[config.mk]
export PLATFORM = sky130hd
export DESIGN_NAME = intpol2_d4_sched_flat
export DESIGN_NICKNAME = d
export VERILOG_FILES = /design/src/rtl/intpol2_d4_sched_if.sv /design/src/rtl/intpol2_d4_sched.sv /design/src/flat_wrapper.sv
export SDC_FILE = /design/constraint.sdc
export NUM_CORES = 1
export LEC_CHECK = 0
export BUFFER_PORTS_ARGS = -buffer_cell sky130_fd_sc_hd__buf_4
export CORE_MARGIN = 4
export CORE_UTILIZATION = 40
export DETAILED_ROUTE_END_ITERATION = 6
export PLACE_DENSITY = 0.73
export SETUP_SLACK_MARGIN = 0.4
export SYNTH_ARGS = -nofsm -noshare
export SYNTH_HDL_FRONTEND = slang
export SYNTH_SLANG_ARGS = --single-unit
[constraint.sdc]
create_clock -name clk -period 2.6 [get_ports clk]
set_input_delay 0.52 -clock clk [delete_from_list [all_inputs] [get_ports clk]]
set_output_delay 0.52 -clock clk [all_outputs]
set_load 0.03 [all_outputs]
[src/rtl/intpol2_d4_sched_if.sv]
// Scheduler <-> channel banks / intpol2_D4 core signal bundle.
// master = scheduler side, slave = channels plus core.
interface intpol2_d4_sched_if #(
  parameter int N_CH  = 2,
  parameter int LEN_W = 16
);
  logic [N_CH-1:0]       req;
  logic [N_CH-1:0]       cfg_mode;
  logic [N_CH-1:0]       cfg_bypass;
  logic [N_CH*LEN_W-1:0] cfg_len;
  logic                  core_busy;
  logic                  core_done;
  logic [N_CH-1:0]       gnt;
  logic [N_CH-1:0]       ack;
  logic [N_CH-1:0]       err;
  logic                  core_start;
  logic                  core_mode;
  logic                  core_bypass;
  logic [LEN_W-1:0]      core_len;
  logic                  core_flush;

  modport master (
    input  req, cfg_mode, cfg_bypass, cfg_len, core_busy, core_done,
    output gnt, ack, err, core_start, core_mode, core_bypass, core_len, core_flush
  );
  modport slave (
    output req, cfg_mode, cfg_bypass, cfg_len, core_busy, core_done,
    input  gnt, ack, err, core_start, core_mode, core_bypass, core_len, core_flush
  );
endinterface

[src/rtl/intpol2_d4_sched.sv]
// Round-robin job scheduler time-sharing one intpol2_D4 core between N_CH channels.
// Define INTPOL2_SCHED_WDOG_EN to add the accelerator-job watchdog (TMO cycles in RUN).
module intpol2_d4_sched #(
  parameter int N_CH  = 2,
  parameter int LEN_W = 16,
  parameter int QUANT = 1024,
  parameter int TMO   = 4096
) (
  input  logic                clk,
  input  logic                rst,
  intpol2_d4_sched_if.master  bus
);
  localparam int MAXC = (QUANT > TMO) ? QUANT : TMO;
  localparam int CW   = $clog2(MAXC) + 1;
  localparam int PW   = (N_CH > 1) ? $clog2(N_CH) : 1;

  typedef enum logic [2:0] {IDLE, START, WAIT_BSY, RUN, FLUSH, DONE} state_t;

  state_t        state;
  logic [PW-1:0] ptr;
  logic [PW-1:0] pick;
  logic [PW-1:0] idx;
  logic          pick_vld;
  logic [CW-1:0] cnt;
  logic          err_flag;
  logic          own_req;
  logic          other_req;

  // Scan from farthest to nearest after ptr so the nearest requester wins.
  always_comb begin
    pick_vld = 1'b0;
    pick     = '0;
    idx      = '0;
    for (int k = N_CH; k >= 1; k--) begin
      idx = PW'((int'(ptr) + k) % N_CH);
      if (bus.req[idx]) begin
        pick_vld = 1'b1;
        pick     = idx;
      end
    end
  end

  assign own_req   = |(bus.req & bus.gnt);
  assign other_req = |(bus.req & ~bus.gnt);

  // The core shares rst with this block, so a mid-job reset clears both together.
  always_ff @(posedge clk) begin
    if (rst) begin
      state           <= IDLE;
      ptr             <= PW'(N_CH - 1);
      cnt             <= '0;
      err_flag        <= 1'b0;
      bus.gnt         <= '0;
      bus.ack         <= '0;
      bus.err         <= '0;
      bus.core_start  <= 1'b0;
      bus.core_flush  <= 1'b0;
      bus.core_mode   <= 1'b0;
      bus.core_bypass <= 1'b0;
      bus.core_len    <= '0;
    end else begin
      bus.core_start <= 1'b0;
      bus.core_flush <= 1'b0;
      bus.ack        <= '0;
      bus.err        <= '0;
      case (state)
        IDLE: if (pick_vld) begin
          bus.gnt         <= {{(N_CH-1){1'b0}}, 1'b1} << pick;
          ptr             <= pick;
          bus.core_mode   <= bus.cfg_mode[pick];
          bus.core_bypass <= bus.cfg_bypass[pick];
          bus.core_len    <= bus.cfg_len[int'(pick)*LEN_W +: LEN_W];
          err_flag        <= 1'b0;
          cnt             <= '0;
          state           <= START;
        end
        START: begin
          bus.core_start <= 1'b1;
          cnt            <= '0;
          state          <= WAIT_BSY;
        end
        WAIT_BSY: begin
          if (bus.core_busy) begin
            cnt   <= '0;
            state <= RUN;
          end else if (cnt == CW'(3)) begin
            err_flag       <= 1'b1;
            bus.core_flush <= 1'b1;
            state          <= FLUSH;
          end else begin
            cnt <= cnt + 1'b1;
          end
        end
        RUN: begin
          if (!bus.core_mode) begin
            if (bus.core_done) begin
              bus.ack <= bus.gnt;
              state   <= DONE;
            end
`ifdef INTPOL2_SCHED_WDOG_EN
            else if (cnt == CW'(TMO - 1)) begin
              err_flag       <= 1'b1;
              bus.core_flush <= 1'b1;
              state          <= FLUSH;
            end else begin
              cnt <= cnt + 1'b1;
            end
`endif
          end else begin
            // Stream retirement is a normal completion: no err.
            if (!own_req) begin
              bus.core_flush <= 1'b1;
              state          <= FLUSH;
            end else if (other_req) begin
              if (cnt == CW'(QUANT - 1)) begin
                bus.core_flush <= 1'b1;
                state          <= FLUSH;
              end else begin
                cnt <= cnt + 1'b1;
              end
            end
          end
        end
        FLUSH: begin
          bus.ack <= bus.gnt;
          bus.err <= err_flag ? bus.gnt : '0;
          state   <= DONE;
        end
        DONE: begin
          bus.gnt <= '0;
          state   <= IDLE;
        end
        default: state <= IDLE;
      endcase
    end
  end
endmodule

[src/flat_wrapper.sv]
// flat-port wrapper written by rule: the top's interface ports become plain ports
module intpol2_d4_sched_flat 
#(
  parameter int N_CH  = 2,
  parameter int LEN_W = 16,
  parameter int QUANT = 1024,
  parameter int TMO   = 4096
)
  (clk, rst, bus_req, bus_cfg_mode, bus_cfg_bypass, bus_cfg_len, bus_core_busy, bus_core_done, bus_gnt, bus_ack, bus_err, bus_core_start, bus_core_mode, bus_core_bypass, bus_core_len, bus_core_flush);
  intpol2_d4_sched_if #(.N_CH(N_CH), .LEN_W(LEN_W)) bus_i ();
  input  logic clk;
  input  logic rst;
  input wire logic [$bits(bus_i.req)-1:0] bus_req;
  input wire logic [$bits(bus_i.cfg_mode)-1:0] bus_cfg_mode;
  input wire logic [$bits(bus_i.cfg_bypass)-1:0] bus_cfg_bypass;
  input wire logic [$bits(bus_i.cfg_len)-1:0] bus_cfg_len;
  input wire logic [$bits(bus_i.core_busy)-1:0] bus_core_busy;
  input wire logic [$bits(bus_i.core_done)-1:0] bus_core_done;
  output wire logic [$bits(bus_i.gnt)-1:0] bus_gnt;
  output wire logic [$bits(bus_i.ack)-1:0] bus_ack;
  output wire logic [$bits(bus_i.err)-1:0] bus_err;
  output wire logic [$bits(bus_i.core_start)-1:0] bus_core_start;
  output wire logic [$bits(bus_i.core_mode)-1:0] bus_core_mode;
  output wire logic [$bits(bus_i.core_bypass)-1:0] bus_core_bypass;
  output wire logic [$bits(bus_i.core_len)-1:0] bus_core_len;
  output wire logic [$bits(bus_i.core_flush)-1:0] bus_core_flush;
  assign bus_i.req = bus_req;
  assign bus_i.cfg_mode = bus_cfg_mode;
  assign bus_i.cfg_bypass = bus_cfg_bypass;
  assign bus_i.cfg_len = bus_cfg_len;
  assign bus_i.core_busy = bus_core_busy;
  assign bus_i.core_done = bus_core_done;
  assign bus_gnt = bus_i.gnt;
  assign bus_ack = bus_i.ack;
  assign bus_err = bus_i.err;
  assign bus_core_start = bus_i.core_start;
  assign bus_core_mode = bus_i.core_mode;
  assign bus_core_bypass = bus_i.core_bypass;
  assign bus_core_len = bus_i.core_len;
  assign bus_core_flush = bus_i.core_flush;
  intpol2_d4_sched #(.N_CH(N_CH), .LEN_W(LEN_W), .QUANT(QUANT), .TMO(TMO)) u_core (.clk(clk), .rst(rst), .bus(bus_i));
endmodule
Yosys cells after proc, flatten, opt, wreduce, memory -nomap -nowiden
Cells that the tools add are included.

Add/sub/neg operators: 3. $lt $le $gt $ge: 3. Equality and inequality tests: 19. Shifts and indexed selects: 2. Multiplexer cells: 46. Bitwise gates (word level): 5. Reduce and logical (&&, ||, !) cells: 12.

Operator list (number): $mux 13 (7); $pmux 13 s4 (1); $shiftx 32x6->16 (1); $mux 3 (8); $mux 1 (22); $pmux 3 s5 (1); $add 13x1->13 const B (1); $eq 13x10->1 const B (1); $eq 13x2->1 const B (1); $ne 2x1->1 const B (5); $ne 4x4->1 const B (2); $pmux 2 s2 (2); $reduce_and 7->1 (1); $eq 3x2->1 const B (2); $eq 3x3->1 const B (2); $lt 1x2->1 const B (3); $mux 2 (3); $ne 3x2->1 const B (2); $reduce_and 5->1 (1); $and 2x2->2 (2); $ne 2x2->1 const B (2); $pmux 1 s2 (2); $reduce_and 2->1 (2); $reduce_and 4->1 (1); other kinds (11) (15).

Bits in registers: 44. Input bits: 42. Output and inout port bits: 26. Word-level logic and storage cells: 102.

Longest topological paths before layout
Depth in word-level cells: 8. Mapped depth: 8. Depth with buffers taken out: 6.

Worst setup path before layout
No wires, ideal clock.

Kind: flip-flop to flip-flop. Start: register u_core.bus.gnt[0]. End: register u_core.cnt[12]. Library setup time: 70 ps. Arrival time: 2023 ps. Data required time: 2530 ps. Slack: 506 ps. Stages on the path, launching flop included: 7. Buffers on the path: 1. Clock period less this slack: 2094 ps. Path through: dfxtp_1 > xor2_1 > a41oi_1 > or3b_1 > buf_2 > or4_1 > a21oi_1.

Cells in the longest elaborated chain, start to end: 5. Elaborated cells on any way between the ends: 8. Those cells by class: eq/ne (2); bitwise (3); reduce/logical (3).

RTL lines: from (decl) (RTL line intpol2_d4_sched_if.sv:24) `output gnt, ack, err, core_start, core_mode, core_bypass, core_len, core_flush`; from (signal assigned) (RTL line intpol2_d4_sched.sv:68) `bus.gnt <= {{(N_CH-1){1'b0}}, 1'b1} << pick;`; $not 2->2 (RTL line intpol2_d4_sched.sv:44) `assign other_req = |(bus.req & ~bus.gnt);`; $and 2x2->2 (RTL line intpol2_d4_sched.sv:44); $reduce_or 2->1 (RTL line intpol2_d4_sched.sv:44); $ne 2x1->1 (no line); $reduce_and 7->1 (no line) *; to (signal assigned) (RTL line intpol2_d4_sched.sv:91) `cnt <= cnt + 1'b1;`; to (signal assigned) (RTL line intpol2_d4_sched.sv:119) `cnt <= cnt + 1'b1;`; to (decl) (RTL line intpol2_d4_sched.sv:24) `logic [CW-1:0] cnt;`.

Every way passes the cells marked *; elsewhere a longest branch is shown, timed or not. A chain may end at the register's enable or synchronous reset.

Final worst setup path
Ends and elaborated chain as after synthesis.

==> metrics.md <==
| Metric | Value |
|---|---|
| Crit Path Category | `reg2reg` |
| Routed wl met2 | `2.53 mm` |
| Final Max Tran Viols | `0` |
| First-pass DRT Iterations | `4` |
| Relative slew slack | `0.694` |
| Post-synthesis cell type count | `44` |
| Largest net degree at the start of global routing | `39` |
| # diodes | `0` |
| Setup_tns | `0 ns` |
| Grt ovf | `0` |
| FF-to-FF path depth | `5` |
| Internal Pwr Total | `between 1500 and 2000 uW` |
| Switching power total | `between 1000 and 1500 uW` |
| Reg2reg end | `u_core.cnt[12]` |
| Worst VDD drop | `between 0.0004 and 0.0005 V` |
| Number of global-route vias before repair | `approximately 1,800` |
| Global-route wire length before repair | `between 8 and 9 mm` |
| FF-to-FF setup slack | `roughly 0.52 ns` |
| Initial Util | `0.420` |
| Critical Path RT | `between 2 and 3 ns` |
| Clk sinks | `between 40 and 50` |
| Worst-path fanout max | `19` |
| FILL cells | `491` |
| Clock Skews | `between 0.008 and 0.009 ns` |
| IO Count | `68` |
| Inserted Clock Buffers | `5` |
| Switching Fraction | `0.434` |
| Routed vias | `2,149` |
| Clock root buffer | `clkbuf_8` |
| Initial antenna violation count | `0` |
| Cell Area, Synth | `between 0.002 and 0.0025 sq mm` |
| Pwr/cell area | `962 mW/mm^2` |
| Final ANT Viol Nets | `0` |
| Total placed cells including tap cells | `roughly 380` |
| Detailed-route DRC error count | `0` |
| Hold path depth | `2` |
| Syn_area_per_cell | `approximately 8.5 sq um` |
| Total GRT Usage | `0.159` |
| Routed wl met3 | `roughly 480 um` |
| Worst Setup End Kind | `flop` |
| Min Tclk post-route | `2.08 ns` |
| Syn-to-layout area delta | `30.8%` |
| Final setup viols | `0` |
| Layout cells sized above 1 | `0.284` |
| Max-cap violations | `0` |
| Detailed Route Iter0 Violations | `between 100 and 150` |
| Max Used Layer | `met4` |
| Clk pin slew, worst setup/hold paths | `approximately 0.10 ns` |
| Hold_sp | `u_core.cnt[12]` |
| Clk buf depth | `2` |
| Syn Nets | `300` |
| Worst skew pair latency | `0.30 ns` |
| Predominant post-synthesis flop cell | `dfxtp_1` |
| Outcome | `completed` |
| Leakage power | `roughly 0.0011 uW` |
| Hold path endpoint | `u_core.cnt[12]` |
| Worst hold-check path type | `reg2reg` |
| CTS tree | `done` |
| Reg area | `just under 900 sq um` |
| Clock power frac | `0.169` |
| Seq/Total Area, Yosys | `0.405` |
| Die Y | `81.7 um` |
| Critical Path AT | `between 2 and 2.5 ns` |
| Final Net Count | `between 300 and 400` |
| PortBufs | `67` |
| CTS H-tree lvls | `2` |
| Final instance count without filler cells | `387` |
| FP Rows | `26` |
| Via density | `5.55` |
| Die area | `between 0.006 and 0.007 sq mm` |
| Final HPWL DP | `between 3 and 4 mm` |
| Combinational Power Share | `0.466` |
| Tightest Pin Transition | `between 0.4 and 0.5 ns` |
| RSZ-0062 raised after global routing | `false` |
| Fmax achieved | `between 400 and 500 MHz` |
| #FFs+latches synth | `44` |
| Routed len/inst | `roughly 14 um` |
| Post-synth ARST share | `0` |
| Period utilization | `0.798` |
| Core area | `0.00517 sq mm` |
| Fin. Hold Viols | `0` |
| R2R Path Start | `u_core.bus.gnt[0]` |
| Synth warn | `0` |
| Cells after Synth | `between 200 and 300` |
| Post-CTS setup buffers | `0` |
| Gp weighted congestion | `~0.84` |
| Die width | `a little over 80 um` |
| Multi-input gate area | `around 0.0012 sq mm` |
| Final wirelength | `between 5 and 6 mm` |
| Sequential share of power | `0.364` |
| Startpoint types | `flop` |
| Post-synth EDFFs | `0` |
| Routed met1 length | `~2.3 mm` |
flip-flops by register name, summed over array words and instances (netlist names):
signal,flops
u_core.err_flag,1
u_core.bus.core_start,1
u_core.bus.core_flush,1
u_core.bus.gnt,2
u_core.bus.core_mode,1
u_core.bus.ack,2
u_core.bus.core_len,16
u_core.state,3
u_core.ptr,1
u_core.bus.core_bypass,1
u_core.cnt,13
u_core.bus.err,2
metal layers:
metal  vias up  GRT usage
li1       1074          -
met1       985      0.202
met2        76      0.246
met3        14     0.0636
met4         0     0.0532
met5         -          0
cell usage in the layout, fill, tap and decap left out, types with 2 or more instances in the layout:
cell      netlist  layout
o21ai_0         7       7
inv_6           0       2
nor4_1          3       3
and3_1          2       2
nor3_1          8       8
nand2_1        12      12
and2_1          4       4
o22ai_1         2       2
a21oi_1        12      11
nor4bb_1        2       2
a31oi_1         4       4
nand3_1        10       9
a211oi_1       20      20
o41ai_1         3       3
clkbuf_8        0       5
buf_4           0      72
inv_1           6       6
nand2b_1        4       4
or2_2           2       2
o31ai_1         3       3
mux2i_1        19      19
o32ai_1         2       2
nor2_1         33      33
nand4_1         2       2
o211ai_1        7       7
dfxtp_1        44      43
nor2b_1         4       3
nand4b_1        2       2
or4_1           5       5
cells in the mapped netlist (all sizes together), types with 5 or more instances:
master	instances	area, sq um
dfxtp	44	881
or4	5	37.5
mux2i	19	190
buf	7	32.5
o21ai	7	35.0
inv	6	22.5
nand2	12	45.0
clkbuf	13	48.8
a211oi	20	150
nor3	8	40.0
nor2	33	124
a21oi	12	60.1
o211ai	7	52.6
nand3	10	50.1
power groups by stage:
stage	sequential, uW	combinational [uW]	clock, uW
after floorplan	1220	656	0
after global placement	1000	1250	0
after detailed placement	1010	1270	0
after CTS	995	1280	474
after global routing	1030	1390	509
final	997	1280	463
metrics by stage:
stage               utilization  hold slack [ns]  power (uW)  worst slack, ns  instance area (sq um)
floorplan                     -            0.442        1880            0.506                   2170
global placement          0.527            0.468        2260            0.385                   2730
detailed placement        0.527            0.478        2270            0.339                   2730
CTS                       0.546            0.491        2750            0.477                   2820
global route              0.550            0.513        2930            0.407                   2840
finish                    0.550            0.486        2740            0.525                   2840
area by class of cell:
cell class / count / area share
clock buffers: 5 / 0.0242
clock inverters: 3 / 0.00924
inverters: 6 / 0.00792
multi-input cells: 187 / 0.427
flip-flops and latches: 44 / 0.310
well taps: 70 / 0.0308
repair buffers: 72 / 0.190
worst max-delay path by stage:
| stage | from | to | slack [ns] | cells past startpoint |
|---|---|---|---|---|
| 2_1_floorplan | u_core.bus.gnt[0] | u_core.cnt[12] | 0.51 | 6 |
| 6_report | u_core.bus.gnt[0] | u_core.cnt[12] | 0.52 | 5 |
| 5_1_grt | u_core.bus.gnt[0] | u_core.cnt[11] | 0.41 | 5 |
| 3_5_place_dp | u_core.cnt[0] | u_core.cnt[12] | 0.34 | 6 |
| 4_1_cts | u_core.cnt[0] | u_core.cnt[12] | 0.48 | 6 |
| 3_3_place_gp | u_core.cnt[0] | u_core.cnt[12] | 0.39 | 6 |
cell families (layout without fill, tap and decap cells):
kind of cell    after synthesis  in the layout  share of synthesized area
compound gates               69             69                      0.220
buf+inv                      26             86                     0.0478
xor+xnor                      1              1                    0.00403
mux                          19             19                     0.0875
simple gates                 97             97                      0.229
fa+ha+maj                     1              1                    0.00576
flops                        44             44                      0.405
timing repair:
action                                  4_1_cts  5_1_grt
resized for setup                             1        4
pin swaps                                     0        0
endpoints found under the setup margin        5       10
hold buffers                                  0        0
hold endpoints to repair                      0        0
critical path: stages (launching register included):
cell and delay (ns):
dfxtp_1 0.47, xor2_1 0.17, a41oi_1 0.17, or3b_4 0.53
or4_1 0.53, a21oi_1 0.14
(Power assumes the default switching activity.)
